===== src/rtl/ps2_pkg.sv =====
// Shared types and constants for the PS/2 scancode receiver.
package ps2_pkg;

  typedef enum logic [1:0] {
    IDLE,
    DATA,
    PARITY,
    STOP
  } ps2_state_e;

  localparam logic [7:0] PFX_EXT   = 8'hE0;
  localparam logic [7:0] PFX_BRK   = 8'hF0;
  localparam logic [7:0] PFX_PAUSE = 8'hE1;

  // Remaining bytes of the 8-byte Pause sequence after its leading E1.
  localparam logic [2:0] PAUSE_SKIP = 3'd7;

  localparam int KEY_W       = 11;
  localparam int KEY_TOGGLE  = 10;
  localparam int KEY_PRESSED = 9;
  localparam int KEY_EXT     = 8;

endpackage


===== src/rtl/ps2_line_filter.sv =====
// Two-flop synchroniser followed by a run-length de-glitch filter.
// The output idles high and follows the input only after FILTER_LEN equal samples.
module ps2_line_filter #(
  parameter int FILTER_LEN = 8
) (
  input  logic clk_sys,
  input  logic reset,
  input  logic raw_i,
  output logic filt_o
);

  localparam int CW = $clog2(FILTER_LEN + 1);

  logic [1:0]    sync_q;
  logic          filt_q, filt_d;
  logic [CW-1:0] cnt_q, cnt_d;

  always_comb begin
    filt_d = filt_q;
    cnt_d  = '0;
    if (sync_q[1] != filt_q) begin
      if (cnt_q == CW'(FILTER_LEN - 1)) begin
        filt_d = sync_q[1];
      end else begin
        cnt_d = cnt_q + CW'(1);
      end
    end
  end

  always_ff @(posedge clk_sys) begin
    if (reset) begin
      sync_q <= 2'b11;
      filt_q <= 1'b1;
      cnt_q  <= '0;
    end else begin
      sync_q <= {sync_q[0], raw_i};
      filt_q <= filt_d;
      cnt_q  <= cnt_d;
    end
  end

  assign filt_o = filt_q;

endmodule


===== src/rtl/ps2_scancode_rx.sv =====
// PS/2 device-to-host receiver: frame deserialiser, idle timeout and
// E0/F0/E1 prefix folding into a toggle-based key event word.
module ps2_scancode_rx
  import ps2_pkg::*;
#(
  parameter int FILTER_LEN  = 8,
  parameter int TIMEOUT_CYC = 32768
) (
  input  logic              clk_sys,
  input  logic              reset,
  input  logic              ps2_clk_i,
  input  logic              ps2_dat_i,
  output logic [KEY_W-1:0]  key_o,
  output logic [7:0]        byte_o,
  output logic              byte_valid_o,
  output logic              frame_err_o
);

  localparam int IDLE_W = $clog2(TIMEOUT_CYC + 1);

  logic clk_f, dat_f;

  ps2_line_filter #(.FILTER_LEN(FILTER_LEN)) u_clk_filt (
    .clk_sys (clk_sys),
    .reset   (reset),
    .raw_i   (ps2_clk_i),
    .filt_o  (clk_f)
  );

  ps2_line_filter #(.FILTER_LEN(FILTER_LEN)) u_dat_filt (
    .clk_sys (clk_sys),
    .reset   (reset),
    .raw_i   (ps2_dat_i),
    .filt_o  (dat_f)
  );

  ps2_state_e        state_q, state_d;
  logic              clk_prev_q;
  logic [3:0]        bitcnt_q, bitcnt_d;
  logic [7:0]        shift_q, shift_d;
  logic              parity_q, parity_d;
  logic [IDLE_W-1:0] idle_q, idle_d;
  logic              ext_q, ext_d;
  logic              brk_q, brk_d;
  logic [2:0]        skip_q, skip_d;
  logic [KEY_W-1:0]  key_q, key_d;
  logic [7:0]        byte_q, byte_d;
  logic              bvld_q, bvld_d;
  logic              ferr_q, ferr_d;

  logic fall, timeout;

  assign fall    = clk_prev_q & ~clk_f;
  assign timeout = (state_q != IDLE) && (idle_q == IDLE_W'(TIMEOUT_CYC));

  always_comb begin
    state_d  = state_q;
    bitcnt_d = bitcnt_q;
    shift_d  = shift_q;
    parity_d = parity_q;
    idle_d   = idle_q;
    ext_d    = ext_q;
    brk_d    = brk_q;
    skip_d   = skip_q;
    key_d    = key_q;
    byte_d   = byte_q;
    bvld_d   = 1'b0;
    ferr_d   = 1'b0;

    if (state_q == IDLE || fall) begin
      idle_d = '0;
    end else if (idle_q != IDLE_W'(TIMEOUT_CYC)) begin
      idle_d = idle_q + IDLE_W'(1);
    end

    // A falling edge takes priority over a timeout in the same cycle.
    if (fall) begin
      unique case (state_q)
        IDLE: begin
          if (!dat_f) begin
            state_d  = DATA;
            bitcnt_d = 4'd0;
          end
        end
        DATA: begin
          shift_d = {dat_f, shift_q[7:1]};
          if (bitcnt_q == 4'd7) begin
            bitcnt_d = 4'd8;
            state_d  = PARITY;
          end else begin
            bitcnt_d = bitcnt_q + 4'd1;
          end
        end
        PARITY: begin
          parity_d = dat_f;
          state_d  = STOP;
        end
        STOP: begin
          state_d  = IDLE;
          bitcnt_d = 4'd0;
          if (dat_f && (^{shift_q, parity_q})) begin
            byte_d = shift_q;
            bvld_d = 1'b1;
            if (skip_q != 3'd0) begin
              skip_d = skip_q - 3'd1;
            end else if (shift_q == PFX_EXT) begin
              ext_d = 1'b1;
            end else if (shift_q == PFX_BRK) begin
              brk_d = 1'b1;
            end else if (shift_q == PFX_PAUSE) begin
              skip_d = PAUSE_SKIP;
            end else begin
              key_d = {~key_q[KEY_TOGGLE], ~brk_q, ext_q, shift_q};
              ext_d = 1'b0;
              brk_d = 1'b0;
            end
          end else begin
            ferr_d = 1'b1;
            ext_d  = 1'b0;
            brk_d  = 1'b0;
            skip_d = 3'd0;
          end
        end
        default: state_d = IDLE;
      endcase
    end else if (timeout) begin
      state_d  = IDLE;
      bitcnt_d = 4'd0;
      shift_d  = 8'd0;
    end
  end

  always_ff @(posedge clk_sys) begin
    if (reset) begin
      state_q    <= IDLE;
      clk_prev_q <= 1'b1;
      bitcnt_q   <= 4'd0;
      shift_q    <= 8'd0;
      parity_q   <= 1'b0;
      idle_q     <= '0;
      ext_q      <= 1'b0;
      brk_q      <= 1'b0;
      skip_q     <= 3'd0;
      key_q      <= '0;
      byte_q     <= 8'd0;
      bvld_q     <= 1'b0;
      ferr_q     <= 1'b0;
    end else begin
      state_q    <= state_d;
      clk_prev_q <= clk_f;
      bitcnt_q   <= bitcnt_d;
      shift_q    <= shift_d;
      parity_q   <= parity_d;
      idle_q     <= idle_d;
      ext_q      <= ext_d;
      brk_q      <= brk_d;
      skip_q     <= skip_d;
      key_q      <= key_d;
      byte_q     <= byte_d;
      bvld_q     <= bvld_d;
      ferr_q     <= ferr_d;
    end
  end

  assign key_o        = key_q;
  assign byte_o       = byte_q;
  assign byte_valid_o = bvld_q;
  assign frame_err_o  = ferr_q;

endmodule


===== config.mk =====
export PLATFORM = sky130hd
export DESIGN_NAME = ps2_scancode_rx
export DESIGN_NICKNAME = d
export VERILOG_FILES = /design/src/rtl/ps2_pkg.sv /design/src/rtl/ps2_line_filter.sv /design/src/rtl/ps2_scancode_rx.sv
export SDC_FILE = /design/constraint.sdc
export NUM_CORES = 1
export LEC_CHECK = 0
export ABC_AREA = 1
export BUFFER_PORTS_ARGS = -buffer_cell sky130_fd_sc_hd__buf_4
export CAP_MARGIN = 20
export CORE_MARGIN = 2
export CORE_UTILIZATION = 36
export CTS_BUF_LIST = sky130_fd_sc_hd__clkbuf_8
export DETAILED_ROUTE_END_ITERATION = 12
export PLACE_DENSITY_LB_ADDON = 0.1
export REMOVE_ABC_BUFFERS = 1
export SLEW_MARGIN = 20
export SYNTH_ARGS = -nofsm -noshare
export SYNTH_HDL_FRONTEND = slang
export SYNTH_SLANG_ARGS = --single-unit

===== constraint.sdc =====
create_clock -name clk_sys -period 4.2 [get_ports clk_sys]
set_clock_uncertainty 0.05 [all_clocks]
set_input_delay 0.84 -clock clk_sys [delete_from_list [all_inputs] [get_ports clk_sys]]
set_output_delay 0.84 -clock clk_sys [all_outputs]
set_load 0.005 [all_outputs]

==> reports/results.ini <==
[grt]
antenna_found_initial=0
grt_max_degree=39
grt_pass1_wl_um=12650
grt_pass1_vias=2841
grt-ovfl-total=0
grt_usage=0.1535

[logic_synthesis]
yosysWarningCount=0
synth_seq_cells=72
synth_top_family_by_area=simple AND/OR/NAND/NOR gates
synth-seq-area-share=0.4195
yosys.area_share.adder=0.04006
ys_top_cells_by_area=dfxtp_1 (42%), nand2_1 (8.5%), nand3_1 (6.7%)
synth_flop_cell=dfxtp_1
synthMuxAreaShare=0
synth_compound_area_frac=0.1322
yosys.cell_count.top_type=nand2_1
ys_types=38
synthArstFlopShare=0
synth-simple-area-share=0.3092
netlist.area_leader.share=0.4195
ys_top_cells_by_count=nand2_1 (78), dfxtp_1 (72), nor2_1 (50), nand3_1 (46), inv_1 (45)
yosys.area.top_type=dfxtp_1
synth_cells=458
synthXorXnorAreaFrac=0.007647
avgSynthCellArea_sq_um=7.502
syn-cell-area_sq_um=3436
synth_edf_count=0

[critical_path]
crit_chain=inv_1, ha_1, inv_1, nor2_1, clkinv_1, a31oi_1, o21ai_0, nand3_1, nand2_1, nor2_1
critPathMaxFanout=11
crit_required_ns=4.45
reg2reg_slack_ns=1.93
critPathCaptureType=register
slowest_delay_ns=0.53
timing.rr.end=bitcnt_q[3]
worstPathArrival_ns=2.52
path_class=reg -> reg
startpoint_type=register
r2r-start=state_q[1]
rr_worst_depth=10
critPathSlowestCell=nor2_1

[detailed_routing]
drt-initial-drc-count=96
dr.pass1.iters=4
drc=0
vias=2918
post_drt_wl_per_cell_um=11.71
drt_wl_total_um=7176
viasPerCell=4.760
ant_nets=0

[placement]
io_buffers=24
gp_congestion=0.7768
place_hpwl_um=5063

[sta]
rsz0062_at_grt=no
period_share=0.5405
hold_viol_final=0
final_max_slew_viol_count=0
worst_slew_pin_slew_ns=0.6681
slew_headroom=0.5530
setup_tns_ns=0
finalCriticalPeriod_ns=2.270
finalSetupViolCount=0
fmax_mhz=440.5

[cells_and_area]
area_delta_synth_final_pct=12.67
nets=494
insertedDiodeCount=0
drive_above_1_share=0.1839
fin_util=0.4190

[die]
die_w_um=101.7
io_pins=25
row_count=35
core-area_sq_um=9240
dieHeight_um=101.7
die_area_sq_um=10340
start_util=0.3718

[outcome]
status=complete, no violations

[clock_network]
clkLatencyLatePin_ns=0.36
cts_buffers=9
cts_sinks=72
ctsLongestPathBuffers=2
cts.repair_timing.setup_buffer_count=0
htreeDepth=3
cts_tree=yes
cts_resized=0
clockRootBuffer=clkbuf_8
ctsHoldBuffers=0
clk_pin_slew_worst_paths_ns=0.09

[min_path]
holdPathStages=1
hp-start=u_clk_filt.sync_q[0]
min_to=u_clk_filt.sync_q[1]
min_path_type=reg -> reg

[power]
p_leak_nw=1.526
p_per_area_nw_per_um2=315.9
peakVddDrop_mv=0.1752

[job]
cap_violations=0

==> area by class of cell <==
cell class | instances | area [sq um]
fillers | 977 | 5369
multi-input cells | 316 | 1680
flip-flops and latches | 72 | 1441
inverters | 55 | 215.2
repair buffers | 25 | 187.7
well taps | 129 | 161.4
clock buffers | 9 | 123.9
clock inverters | 7 | 61.31
==> power by group <==
group          leakage [nW]  internal [mW]  total, mW  switching, mW
sequential            0.581          0.684      0.685        0.00110
clock                0.0888          0.225      0.522          0.297
combinational         0.856        0.00416     0.0150         0.0108
==> layer usage <==
metal / GRT usage / vias to the layer above / wire, um
li1: - / 1542 / -
met4: 0.05094 / 0 / 115
met1: 0.1858 / 1319 / 3405
met2: 0.2632 / 45 / 3352
met5: 0 / - / 0
met3: 0.04141 / 12 / 303
==> how the worst max path moves through the flow <==
| stage | from | end | slack [ns] | depth (start not counted) |
|---|---|---|---|---|
| after floorplan | reset | idle_q[12] | 2.26 | 4 |
| after global placement | reset | u_clk_filt.cnt_q[2] | 1.91 | 5 |
| after detailed placement | reset | u_clk_filt.cnt_q[2] | 1.86 | 5 |
| after CTS | state_q[1] | bitcnt_q[3] | 1.92 | 10 |
| after global routing | state_q[1] | bitcnt_q[3] | 1.64 | 10 |
| final | state_q[1] | bitcnt_q[3] | 1.93 | 10 |
==> flip-flops by register name (all words and copies together), names as in the netlist <==
register,flops
parity_q,1
byte_valid_o,1
key_o,11
byte_o,8
u_dat_filt.filt_o,1
ext_q,1
idle_q,16
u_clk_filt.filt_o,1
brk_q,1
u_clk_filt.sync_q,2
u_clk_filt.cnt_q,4
skip_q,3
u_dat_filt.cnt_q,4
clk_prev_q,1
shift_q,8
bitcnt_q,4
state_q,2
frame_err_o,1
u_dat_filt.sync_q,2
==> layout by cell type (no fill, tap or decap), drive strengths merged, types with 2 or more instances in the layout <==
master and instances:
nor4 6, dfxtp 72, nand4 8, o211ai 2
a211oi 2, a21oi 47, clkbuf 9, clkinvlp 2
xor2 3, o21ai 20, nor3b 2, buf 25
inv 57, or2 4, nand3 46, nor2 53
ha 11, nor3 10, clkinv 3, nand2 97
==> metrics by stage <==
| step | power (mW) | area [sq um] | hold WS, ns | instances | setup slack, ns |
|---|---|---|---|---|---|
| 3_5_place_dp | 0.7170 | 3686 | 0.3515 | 597 | 1.856 |
| 2_1_floorplan | 0.7059 | 3337 | 0.3395 | 443 | 2.260 |
| 4_1_cts | 1.243 | 3871 | 0.3657 | 613 | 1.922 |
| 5_1_grt | 1.270 | 3871 | 0.3750 | 613 | 1.637 |
| 3_3_place_gp | 0.7169 | 3686 | 0.3526 | 597 | 1.907 |
| 6_report | 1.223 | 3871 | 0.3644 | 613 | 1.930 |
==> critical path, delay by kind of cell, from the launching register on <==
kind	cells	cell delay, ns
AND/OR/NAND/NOR	4	0.74
buffers and inverters	3	0.60
AO/OA/AOI/OAI	2	0.34
flip-flops	1	0.33
adder cells (fa/ha/maj)	1	0.15
==> cells by family (layout without fill, tap and decap cells) <==
group | Yosys count | after routing
AND/OR/NAND/NOR | 226 | 226
buffers and inverters | 70 | 96
adder cells (fa/ha/maj) | 11 | 11
XOR/XNOR | 3 | 3
flip-flops | 72 | 72
AO/OA/AOI/OAI | 76 | 76
Power figures use the tool's default switching activity.
